--- config.mk ---
export PLATFORM = sky130hd
export DESIGN_NAME = lc3b_dm_cache
export DESIGN_NICKNAME = d
export VERILOG_FILES = /design/src/rtl/lc3b_dm_cache.sv
export SDC_FILE = /design/constraint.sdc
export NUM_CORES = 1
export LEC_CHECK = 0
export ABC_AREA = 1
export CORE_UTILIZATION = 53
export CTS_CLUSTER_SIZE = 10
export DETAILED_ROUTE_END_ITERATION = 6
export HOLD_SLACK_MARGIN = 0.05
export PLACE_DENSITY_LB_ADDON = 0.1
export SLEW_MARGIN = 20
export SYNTH_ARGS = -nofsm -noshare
export SYNTH_HDL_FRONTEND = slang
export SYNTH_SLANG_ARGS = --single-unit
--- constraint.sdc ---
create_clock -name clk -period 8 [get_ports clk]
set_input_delay 0.8 -clock clk [delete_from_list [all_inputs] [get_ports clk]]
set_output_delay 0.8 -clock clk [all_outputs]
set_load 0.05 [all_outputs]
--- src/rtl/lc3b_dm_cache.sv ---
// Direct-mapped, write-back, write-allocate cache between the LC-3b core memory port and
// line-wide physical memory. Define LC3B_CACHE_STATS_EN to build the hit/miss counters.
module lc3b_dm_cache #(
    parameter int unsigned IDX_BITS = 3,
    parameter int unsigned OFF_BITS = 4
) (
    input  logic                        clk,
    input  logic                        rst_n,
    input  logic                        mem_read,
    input  logic                        mem_write,
    input  logic [1:0]                  mem_byte_enable,
    input  logic [15:0]                 mem_address,
    input  logic [15:0]                 mem_wdata,
    output logic [15:0]                 mem_rdata,
    output logic                        mem_resp,
    output logic                        pmem_read,
    output logic                        pmem_write,
    output logic [15:0]                 pmem_address,
    output logic [(8 << OFF_BITS)-1:0]  pmem_wdata,
    input  logic [(8 << OFF_BITS)-1:0]  pmem_rdata,
    input  logic                        pmem_resp,
    output logic [15:0]                 hit_count,
    output logic [15:0]                 miss_count
);
    localparam int unsigned LINES  = 1 << IDX_BITS;
    localparam int unsigned LINE_W = 8 << OFF_BITS;
    localparam int unsigned TAG_W  = 16 - IDX_BITS - OFF_BITS;

    localparam logic [1:0] S_IDLE      = 2'd0;
    localparam logic [1:0] S_CHECK     = 2'd1;
    localparam logic [1:0] S_WRITEBACK = 2'd2;
    localparam logic [1:0] S_FILL      = 2'd3;

    logic [1:0]        r_state;
    logic [LINES-1:0]  r_valid;
    logic [LINES-1:0]  r_dirty;
    logic [TAG_W-1:0]  r_tag  [LINES];
    logic [LINE_W-1:0] r_data [LINES];

    // Request is latched on leaving IDLE so no input reaches mem_resp combinationally.
    logic [15:1]       r_addr;
    logic [15:0]       r_wdata;
    logic [1:0]        r_be;
    logic              r_write;

    logic [TAG_W-1:0]    w_tag;
    logic [IDX_BITS-1:0] w_idx;
    logic [OFF_BITS-2:0] w_word;
    logic [LINE_W-1:0]   w_line;
    logic [LINE_W-1:0]   w_merged;
    logic                w_hit;
    logic                w_unused_addr0;

    assign w_unused_addr0 = mem_address[0];

    assign w_tag  = r_addr[15 -: TAG_W];
    assign w_idx  = r_addr[IDX_BITS+OFF_BITS-1:OFF_BITS];
    assign w_word = r_addr[OFF_BITS-1:1];
    assign w_line = r_data[w_idx];
    assign w_hit  = r_valid[w_idx] && (r_tag[w_idx] == w_tag);

    always_comb begin
        w_merged = w_line;
        if (r_be[0]) w_merged[{w_word, 4'b0000} +: 8] = r_wdata[7:0];
        if (r_be[1]) w_merged[{w_word, 4'b1000} +: 8] = r_wdata[15:8];
    end

    assign mem_resp   = (r_state == S_CHECK) && w_hit;
    assign mem_rdata  = mem_resp ? w_line[{w_word, 4'b0000} +: 16] : 16'h0000;
    assign pmem_write = (r_state == S_WRITEBACK);
    assign pmem_read  = (r_state == S_FILL);
    assign pmem_wdata = pmem_write ? w_line : '0;

    always_comb begin
        case (r_state)
            S_WRITEBACK: pmem_address = {r_tag[w_idx], w_idx, {OFF_BITS{1'b0}}};
            S_FILL:      pmem_address = {w_tag, w_idx, {OFF_BITS{1'b0}}};
            default:     pmem_address = 16'h0000;
        endcase
    end

    always_ff @(posedge clk or negedge rst_n) begin
        if (!rst_n) begin
            r_state <= S_IDLE;
            r_valid <= '0;
            r_dirty <= '0;
            r_addr  <= '0;
            r_wdata <= '0;
            r_be    <= '0;
            r_write <= 1'b0;
        end else begin
            case (r_state)
                S_IDLE: begin
                    if (mem_read || mem_write) begin
                        r_state <= S_CHECK;
                        r_addr  <= mem_address[15:1];
                        r_wdata <= mem_wdata;
                        r_be    <= mem_byte_enable;
                        r_write <= mem_write;
                    end
                end
                S_CHECK: begin
                    if (w_hit) begin
                        r_state <= S_IDLE;
                        if (r_write && (r_be != 2'b00)) r_dirty[w_idx] <= 1'b1;
                    end else if (r_valid[w_idx] && r_dirty[w_idx]) begin
                        r_state <= S_WRITEBACK;
                    end else begin
                        r_state <= S_FILL;
                    end
                end
                S_WRITEBACK: begin
                    if (pmem_resp) r_state <= S_FILL;
                end
                S_FILL: begin
                    if (pmem_resp) begin
                        r_state        <= S_CHECK;
                        r_valid[w_idx] <= 1'b1;
                        r_dirty[w_idx] <= 1'b0;
                    end
                end
                default: r_state <= S_IDLE;
            endcase
        end
    end

    // Tag and data arrays carry no reset; validity alone guards them.
    always_ff @(posedge clk) begin
        if ((r_state == S_CHECK) && w_hit && r_write) begin
            r_data[w_idx] <= w_merged;
        end else if ((r_state == S_FILL) && pmem_resp) begin
            r_data[w_idx] <= pmem_rdata;
            r_tag[w_idx]  <= w_tag;
        end
    end

`ifdef LC3B_CACHE_STATS_EN
    logic        r_from_idle;
    logic [15:0] r_hit_count;
    logic [15:0] r_miss_count;

    // Re-checks after a fill always hit and must not be counted as hits.
    always_ff @(posedge clk or negedge rst_n) begin
        if (!rst_n) begin
            r_from_idle  <= 1'b0;
            r_hit_count  <= 16'h0000;
            r_miss_count <= 16'h0000;
        end else begin
            if (r_state == S_IDLE) begin
                r_from_idle <= 1'b1;
            end else if ((r_state == S_CHECK) && !w_hit) begin
                r_from_idle <= 1'b0;
            end
            if (r_state == S_CHECK) begin
                if (w_hit && r_from_idle && (r_hit_count != 16'hFFFF)) begin
                    r_hit_count <= r_hit_count + 16'h0001;
                end
                if (!w_hit && (r_miss_count != 16'hFFFF)) begin
                    r_miss_count <= r_miss_count + 16'h0001;
                end
            end
        end
    end

    assign hit_count  = r_hit_count;
    assign miss_count = r_miss_count;
`else
    assign hit_count  = 16'h0000;
    assign miss_count = 16'h0000;
`endif

endmodule

==> key figures <==
STA
  • Setup tns final: 0 ps
  • Worst relative slew slack: 22.7%
  • Final Cycle Share: between 70% and 80%
  • Final setup violating endpoints: 0
  • Peak Freq: approximately 160 MHz
  • Unrepaired setup endpoints after global routing: false
  • Clk_skew: around 40 ps
  • Fin. max-slew vios: 0
  • Worst slew pin tran: 1160 ps
  • Final hold vios: 0
  • Final Critical Period: 6270 ps

Placed design
  • Detail Placement HPWL: 99,100 µm
  • IO buf count: 324
  • Placed instance area: 53,300 µm²
  • Placer congestion estimate: 0.886

Synth
  • Ranking of synthesized cells by area: edfxtp_1, nand2_1, nand3_1, dfrtp_1, nor2_1
  • Post-synthesis sequential area ratio: 70.2%
  • Top cell type's share of synthesized area: 67.5%
  • Synth Flop Type: edfxtp_1
  • EDFF count, synth: roughly 1,100
  • Post-synthesis async set-or-reset flop share: under 10%
  • Synth Cell Area: 48,700 µm²
  • Area leader, netlist: edfxtp_1
  • Yosys reg bits: between 1,000 and 1,500
  • Distinct cell type count after synthesis: 40
  • Yosys warning total: 0
  • Mean Syn Cell Area: 11.3 µm²
  • Post-Synthesis Cells: 4,322

Clocking
  • Buffers inserted by post-CTS timing repair: 0
  • TritonCTS Buffers: 133
  • Clk slew on worst S/H paths: around 60 ps
  • Resized cells post-CTS: 0
  • Deepest clock path buffer count: 3
  • H-tree levels: 4
  • Hold_buf cts: 0
  • # clock sinks: between 1,000 and 1,500
  • CTS tree: yes
  • Root Buffer: clkbuf_16
  • Clk_lat worst skew: around 740 ps

Drt
  • Violation count after the first detailed-route iteration: 4,756
  • DR pass1 iterations: 6
  • Routed via count: 35,800
  • DRC Markers: 0
  • Final antenna-violating net count: 0
  • Vias/cell: 6.08
  • Total wire length: 162,000 µm
  • Post-DR wirelength/cell: 27.5 µm

Setup path
  • Slowest stage cell, crit path: clkdlybuf4s50_1
  • CP Cell Sequence: nor2_2 -> buf_4 -> nand2_2 -> inv_4 -> buf_4 -> nand2_1 -> nand4_1 -> inv_1 -> nand2_1 -> nand3_1 -> nor2_1 -> nor2_1 -> nor2_1 -> clkdlybuf4s50_1
  • Crit-path leading delay family: buffers and inverters
  • CP arrival: 5470 ps
  • Critical path peak fanout: 58
  • Crit-path max cell delay: 900 ps
  • Critical setup path kind: reg -> out
  • Worst EP required: 7200 ps
  • Worst setup EP type: output port
  • CP dominant cell by count: nor2_1
  • Crit start category: register
  • WP buf/inv: 5

Global route
  • Antenna violations before repair: 2
  • Grt total ovfl: 0
  • GRT Util Overall: 34.4%
  • Largest net degree at the start of global routing: around 130
  • Number of global-route vias before repair: 32,900
  • Global-route wire length before repair: 230,000 µm

Floorplanning
  • CORE AREA: 90,600 µm²
  • Die Wd: 305 µm
  • # rows: 110
  • Starting Density: about 54%
  • Die area: 93,200 µm²
  • Die Height: slightly above 300 µm
  • I/O pin cnt: roughly 360

Hold path
  • Hold Crit Class: in -> async

Final layout
  • Layout cell share with drive strength beyond 1: approximately 5.6%
  • Fillcell total: ~7,100
  • Commonest non-fill, non-tap cell in the layout: nand2_1
  • Nets: 4,805
  • Post-route cell area: 57,100 µm²
  • Leading cell types in the layout, fill and taps excluded: nand2_1, edfxtp_1, clkdlybuf4s50_1
  • Area growth syn-to-layout: 17.2%

Pwr
  • P_leak: 21.3 nW
  • Power density cells: roughly 430 nW/µm²
  • Max IR drop VDD: 0.330 mV

Status
  • Outcome: finished, final reports clean

Run
  • Reported max-cap violation count: 0
worst reg2reg max path: cells and delay by family, from the launching register on:
family | cells | cell delay, ps
buf+inv | 3 | 1090
flops | 1 | 670
simple gates | 11 | 3250
report_power, final:
| group | internal, W | total (W) | switching (W) |
|---|---|---|---|
| clock | 0.00314 | 0.00544 | 0.00230 |
| combinational | 0.00227 | 0.00975 | 0.00748 |
| sequential | 0.00891 | 0.00922 | 0.000305 |
kinds of logic (layout without fill, tap and decap cells):
kind of cell               count (synthesis)  in the layout  share of synthesized area (%)
DFF                                     1148           1148                           70.2
AOI/OAI and AO/OA                        610            610                           8.18
other                                      1             38                        0.00769
adders and majority gates                 10             10                          0.257
buffers and inverters                    563            915                           4.91
and+or+nand+nor                         1990           1990                           16.5
worst paths after layout:
path                                 end  cells past startpoint  slack (ps)  startpoint
setup / recovery           mem_rdata[10]                     14        1730   r_addr[6]
hold / removal                 r_addr[4]                      2         280       rst_n
setup reg to reg           r_data[7][61]                     14        2600   r_addr[6]
hold reg to reg               r_valid[4]                      2         460  r_valid[4]
max in group asynchronous     r_wdata[0]                      2        7060       rst_n
min in group clk              r_valid[4]                      2         460  r_valid[4]
state kept, by name, summed over array words and instances, names as in the netlist, named ones only:
signal / cells
r_addr: 15
r_be: 2
r_data: 1024
r_state: 2
r_tag: 72
r_valid: 8
r_wdata: 16
r_write: 1
metal layers:
layer / track usage (%) / up-vias / share of wire (%)
li1: - / 15700 / -
met4: 14.3 / 4 / 4.3
met2: 51.7 / 2301 / 45
met5: 0 / - / 0.013
met3: 7.76 / 358 / 12
met1: 48.6 / 17400 / 39
final cells by class:
cell class | count | area, µm² | area share (%)
inverters | 296 | 1120 | 1.97
clock inverters | 10 | 121 | 0.212
repair buffers | 403 | 4120 | 7.21
clock buffers | 206 | 3670 | 6.42
well taps | 1176 | 1470 | 2.58
multi-input cells | 2646 | 12400 | 21.7
flip-flops and latches | 1148 | 34200 | 59.9
diodes | 2 | 5.00 | 0.00876
stage by stage:
stage / util [%] / cells / total power, W / setup WS [ps] / hold WS (ps)
finish: 63.1 / 5887 / 0.0244 / 1730 / 284
global route: 63.1 / 5885 / 0.0254 / 1590 / 322
CTS: 63.0 / 5884 / 0.0242 / 1840 / 326
detailed placement: 58.9 / 5668 / 0.0189 / 2570 / 444
global placement: 58.9 / 5668 / 0.0187 / 2610 / 435
floorplan: - / 4357 / 0.0151 / 215 / 424
cells in the mapped netlist, types with 8 or more instances:
library cell and number:
a22o_1 18, nand3_1 306, nor2_1 308, a31oi_1 51, ha_1 10, buf_1 17, a211oi_1 43, and3_1 15
o22ai_1 15, buf_4 49, buf_2 77, clkbuf_1 124, inv_1 287, nand2_1 1310, dfrtp_1 52, edfxtp_1 1096
o211ai_1 8, a221oi_1 117, a21oi_1 109, a22oi_1 50, o21ai_0 169, nand4_1 35
(Power assumes the default switching activity.)
